## config.mk

```make
export PLATFORM = sky130hd
export DESIGN_NAME = move_input_conditioner
export DESIGN_NICKNAME = d
export VERILOG_FILES = /design/src/rtl/maze_pkg.sv /design/src/rtl/button_debouncer.sv /design/src/rtl/move_input_conditioner.sv
export SDC_FILE = /design/constraint.sdc
export NUM_CORES = 1
export LEC_CHECK = 0
export ABC_AREA = 1
export BUFFER_PORTS_ARGS = -buffer_cell sky130_fd_sc_hd__buf_2
export CORE_ASPECT_RATIO = 1.75
export CORE_MARGIN = 3
export CORE_UTILIZATION = 45
export DETAILED_ROUTE_END_ITERATION = 6
export PLACE_DENSITY_LB_ADDON = 0.1
export SYNTH_ARGS = -nofsm -noshare
export SYNTH_HDL_FRONTEND = slang
export SYNTH_SLANG_ARGS = --single-unit
```

## constraint.sdc

```tcl
create_clock -name clk -period 8.4 [get_ports clk]
set_clock_uncertainty 0.2 [all_clocks]
set_input_delay 0.84 -clock clk [delete_from_list [all_inputs] [get_ports clk]]
set_output_delay 0.84 -clock clk [all_outputs]
set_load 0.03 [all_outputs]
```

## src/rtl/maze_pkg.sv

```systemverilog
// Shared definitions for the maze input path: debouncer state encoding,
// direction bit positions and the fixed-priority direction encoder.
package maze_pkg;

  typedef enum logic [3:0] {
    IDLE = 4'b0001,
    RISE = 4'b0010,
    HIGH = 4'b0100,
    FALL = 4'b1000
  } db_state_e;

  localparam int DIR_R = 3;
  localparam int DIR_L = 2;
  localparam int DIR_U = 1;
  localparam int DIR_D = 0;

  // Right > Left > Up > Down; nothing held gives all zeros.
  function automatic logic [3:0] prio_onehot(input logic [3:0] lvl);
    logic [3:0] onehot;
    onehot = '0;
    if (lvl[DIR_R])      onehot[DIR_R] = 1'b1;
    else if (lvl[DIR_L]) onehot[DIR_L] = 1'b1;
    else if (lvl[DIR_U]) onehot[DIR_U] = 1'b1;
    else if (lvl[DIR_D]) onehot[DIR_D] = 1'b1;
    return onehot;
  endfunction

endpackage

```

## src/rtl/button_debouncer.sv

```systemverilog
// One push-button: 2-FF synchronizer followed by a four-state debounce FSM
// whose accepted level is presented from a register.
module button_debouncer
  import maze_pkg::*;
#(
  parameter int DEBOUNCE_CYCLES = 1_000_000
) (
  input  logic clk,
  input  logic Reset,
  input  logic btn_i,
  output logic level_o
);

  localparam int CNT_W = (DEBOUNCE_CYCLES > 2) ? $clog2(DEBOUNCE_CYCLES) : 1;
  localparam logic [CNT_W-1:0] CNT_LAST = CNT_W'(DEBOUNCE_CYCLES - 1);

  logic             sync1_q;
  logic             sync2_q;
  db_state_e        state_q;
  logic [CNT_W-1:0] cnt_q;
  logic [CNT_W-1:0] cnt_d;
  logic             level_q;

  // The cycle that enters RISE/FALL already counts as the first stable cycle.
  assign cnt_d = cnt_q + 1'b1;

  always_ff @(posedge clk or posedge Reset) begin
    if (Reset) begin
      sync1_q <= 1'b0;
      sync2_q <= 1'b0;
      state_q <= IDLE;
      cnt_q   <= '0;
      level_q <= 1'b0;
    end else begin
      sync1_q <= btn_i;
      sync2_q <= sync1_q;
      level_q <= (state_q == HIGH) || (state_q == FALL);
      case (state_q)
        IDLE: begin
          cnt_q <= '0;
          if (sync2_q) state_q <= RISE;
        end
        RISE: begin
          if (!sync2_q) begin
            state_q <= IDLE;
            cnt_q   <= '0;
          end else if (cnt_d == CNT_LAST) begin
            state_q <= HIGH;
            cnt_q   <= '0;
          end else begin
            cnt_q <= cnt_d;
          end
        end
        HIGH: begin
          cnt_q <= '0;
          if (!sync2_q) state_q <= FALL;
        end
        FALL: begin
          if (sync2_q) begin
            state_q <= HIGH;
            cnt_q   <= '0;
          end else if (cnt_d == CNT_LAST) begin
            state_q <= IDLE;
            cnt_q   <= '0;
          end else begin
            cnt_q <= cnt_d;
          end
        end
        default: begin
          state_q <= IDLE;
          cnt_q   <= '0;
        end
      endcase
    end
  end

  assign level_o = level_q;

endmodule

```

## src/rtl/move_input_conditioner.sv

```systemverilog
// Debounces the four direction buttons, generates move_clk and latches a
// one-hot direction on each move_clk falling edge for the maze controller.
module move_input_conditioner
  import maze_pkg::*;
#(
  parameter int DEBOUNCE_CYCLES = 1_000_000,
  parameter int MOVE_HALF       = 2_500_000
) (
  input  logic       clk,
  input  logic       Reset,
  input  logic       BtnU,
  input  logic       BtnD,
  input  logic       BtnL,
  input  logic       BtnR,
  output logic       move_clk,
  output logic       Up,
  output logic       Down,
  output logic       Left,
  output logic       Right,
  output logic [3:0] held
);

  localparam int MV_W = (MOVE_HALF > 2) ? $clog2(MOVE_HALF) : 1;
  localparam logic [MV_W-1:0] MV_LAST = MV_W'(MOVE_HALF - 1);

  logic [3:0]      held_lvl;
  logic [3:0]      dir_d;
  logic [3:0]      dir_q;
  logic [MV_W-1:0] mv_cnt_q;
  logic            move_clk_q;

  button_debouncer #(.DEBOUNCE_CYCLES(DEBOUNCE_CYCLES)) u_db_r (
    .clk(clk), .Reset(Reset), .btn_i(BtnR), .level_o(held_lvl[DIR_R]));
  button_debouncer #(.DEBOUNCE_CYCLES(DEBOUNCE_CYCLES)) u_db_l (
    .clk(clk), .Reset(Reset), .btn_i(BtnL), .level_o(held_lvl[DIR_L]));
  button_debouncer #(.DEBOUNCE_CYCLES(DEBOUNCE_CYCLES)) u_db_u (
    .clk(clk), .Reset(Reset), .btn_i(BtnU), .level_o(held_lvl[DIR_U]));
  button_debouncer #(.DEBOUNCE_CYCLES(DEBOUNCE_CYCLES)) u_db_d (
    .clk(clk), .Reset(Reset), .btn_i(BtnD), .level_o(held_lvl[DIR_D]));

  assign dir_d = prio_onehot(held_lvl);

  // Directions load only as move_clk falls, giving the consumer a full
  // low phase of setup before it samples on the rising edge.
  always_ff @(posedge clk or posedge Reset) begin
    if (Reset) begin
      mv_cnt_q   <= '0;
      move_clk_q <= 1'b0;
      dir_q      <= '0;
    end else if (mv_cnt_q == MV_LAST) begin
      mv_cnt_q   <= '0;
      move_clk_q <= ~move_clk_q;
      if (move_clk_q) dir_q <= dir_d;
    end else begin
      mv_cnt_q <= mv_cnt_q + 1'b1;
    end
  end

  assign move_clk = move_clk_q;
  assign Right    = dir_q[DIR_R];
  assign Left     = dir_q[DIR_L];
  assign Up       = dir_q[DIR_U];
  assign Down     = dir_q[DIR_D];
  assign held     = held_lvl;

endmodule

```

==> metrics.cfg <==
[placement]
pre_cts_slack_ns=5.69
gp_congestion=0.819
dp_hpwl_um=11700
place_area_um2=7750
place.port_buffers=14

[clock_network]
post-cts-setup-buffers=0
ctsHoldBuffers=0
cts_max_level=4
cts_inserted_buffers=17
cts_num_sinks=135
clockBufferDepth=2
clkLatencyLatePin_ns=0.42
cts_resized=0
cts_root_buffer=clkbuf_16
clkTransAtPathRegs_ns=0.06
cts_tree=yes

[global_routing]
grt_pass1_vias=6272
antenna_found_initial=0
grt_pass1_wl_um=27600
overflow=0
grt_usage=0.185
grt_max_degree=75

[setup_path]
slowest_stage=dfrtp_1
crit_path_end_kind=flop
path_max_fanout=25
r2r_end=u_db_d.state_q[1]
path_cells=ha_1 > nand2_1 > nor2_1 > nand3b_1 > nor2_1 > nand2_1 > nand2_1 > nand3_1 > nor2_1 > nand3_1 > nand2_2 > nand2_1 > nand2_1 > nand2_1
r2r-start=u_db_d.cnt_q[1]
worstRegToRegCells=14
cp_data_required_time_ns=8.51
max_stage_delay_ns=0.40
cp.depth=14
worstPathBufferInverterCount=0
critPathTopFamily=simple AND/OR/NAND/NOR gates
critPathArrivalTime_ns=2.82
r2r_slack_ns=5.69
critPathLaunchType=flop
cpMostUsedCell=nand2_1
path_class=reg -> reg

[logic_synthesis]
synth_flop_cell=dfrtp_1
synth_fp_nets=1045
synth-seq-cells=135
synth_area_um2=7500
synth_cell_types=34
async_reset_ff_frac=1.00
ys_seq_area_frac=0.451
netlist_instances=1029
ys_warn_count=0
postSynthAreaPerCell_um2=7.29
synth_edf_count=0

[sta]
layout_setup_ws_ns=5.69
setup_tns_ns=0
fmax_mhz=368
finalHoldViolations=0
rsz0062_at_grt=no
fin_crit_ns=2.71
drv_slew=0
setup_viol=0
period_share=0.323
worstMarginPinSlew_ns=0.906
slew_headroom=0.396

[detailed_routing]
viasPerCell=4.84
drcViolationCount=0
drt-pass1-iter-count=6
wl_per_cell_um=12.1
totalWireLength_um=15600
num_vias=6211
drtIter0Drc=269
final_antenna_net_count=0

[cells_and_area]
final_cell_mix=nand2_1 (289), nor2_1 (185), inv_1 (139)
fin_area_um2=8290
drive_gt1_frac=0.0724
area_growth_pct=10.5
diodes=0
mostFrequentLayoutCell=nand2_1
nNetsFinal=1067
fillers=1604

[die]
ios=15
die_h_um=177
start_util=0.466
die-area_um2=18300
rows=61
core_um2=16100
die_w_um=104

[hold_path]
holdCritStartpoint=u_db_u.sync1_q
hold_class=reg -> reg
holdPathStages=0
min_to=u_db_u.sync2_q

[power_and_ir_drop]
powerDensity_nw_per_um2=196
vdd_drop_max_uv=144
p_leak_nw=3.78

[run_status]
status=completed

[flow_run]
cap_violations=0

## metrics by stage
step	utilization	cells	hold WS (ns)	power [mW]
after floorplan	-	1029	0.131	0.924
final	0.515	1284	0.152	1.62
after global placement	0.481	1252	0.136	0.958
after CTS	0.515	1284	0.159	1.65
after detailed placement	0.481	1252	0.138	0.960
after global routing	0.515	1284	0.161	1.72
## worst max-delay path by stage
| stage | start | end | slack, ns |
|---|---|---|---|
| after floorplan | Reset | dir_q[0] | 3.76 |
| after global placement | u_db_d.cnt_q[1] | u_db_d.state_q[1] | 5.73 |
| after detailed placement | u_db_d.cnt_q[1] | u_db_d.state_q[1] | 5.69 |
| after CTS | u_db_d.cnt_q[1] | u_db_d.state_q[1] | 5.67 |
| after global routing | u_db_d.cnt_q[1] | u_db_d.state_q[1] | 5.36 |
| final | u_db_d.cnt_q[1] | u_db_d.state_q[1] | 5.69 |
## area by class of cell
| type | count | area [µm²] | share of cell area |
|---|---|---|---|
| flip-flops and latches | 135 | 3380 | 0.408 |
| well taps | 220 | 275 | 0.0332 |
| multi-input cells | 742 | 3480 | 0.420 |
| clock inverters | 15 | 116 | 0.0140 |
| repair buffers | 15 | 77.6 | 0.00936 |
| clock buffers | 17 | 425 | 0.0513 |
| inverters | 140 | 531 | 0.0640 |
## registers in the layout (all words and copies together), names as in the netlist, 4 cells and up
signal and cells:
u_db_u.state_q 4, u_db_d.state_q 4, u_db_u.cnt_q 20, u_db_r.state_q 4
mv_cnt_q 22, u_db_l.cnt_q 20, dir_q 4, u_db_r.cnt_q 20
u_db_l.state_q 4, u_db_d.cnt_q 20
## Yosys cell counts (6+ instances only)
library cell	count	area, µm²
nand2_1	289	1080
nor2_1	185	694
inv_1	140	526
dfrtp_1	131	3280
nand3_1	68	340
a21oi_1	35	175
o21ai_0	23	115
nor3_1	22	110
nand4_1	19	119
xor2_1	16	140
nand3b_1	14	105
ha_1	10	125
xnor2_1	10	87.6
nor2_2	8	50.1
nor4_1	7	43.8
o21bai_1	7	52.6
buf_4	6	45.0
nand2_2	6	37.5
## metal layers
| layer | up-vias | routed length, µm | GRT usage |
|---|---|---|---|
| li1 | 3279 | - | - |
| met1 | 2841 | 6270 | 0.190 |
| met2 | 59 | 8620 | 0.357 |
| met3 | 32 | 267 | 0.0296 |
| met4 | 0 | 405 | 0.0932 |
| met5 | - | 0 | 0 |
## logic make-up (layout without fill, tap and decap cells)
| kind of cell | count (synthesis) | after routing | synth area share |
|---|---|---|---|
| AO/OA/AOI/OAI | 74 | 74 | 0.0539 |
| multiplexers | 1 | 1 | 0.00133 |
| AND/OR/NAND/NOR | 631 | 631 | 0.362 |
| flip-flops | 135 | 135 | 0.451 |
| XOR/XNOR | 26 | 26 | 0.0304 |
| adder cells (fa/ha/maj) | 10 | 10 | 0.0167 |
| buffers and inverters | 152 | 187 | 0.0847 |
## where the power goes
group          switching [mW]  internal (mW)  total, mW
Clock                   0.298          0.382      0.680
Combinational           0.146         0.0642      0.210
Sequential             0.0361          0.696      0.732
Total                   0.480           1.14       1.62
No activity file was read; power rests on OpenSTA's default activity.
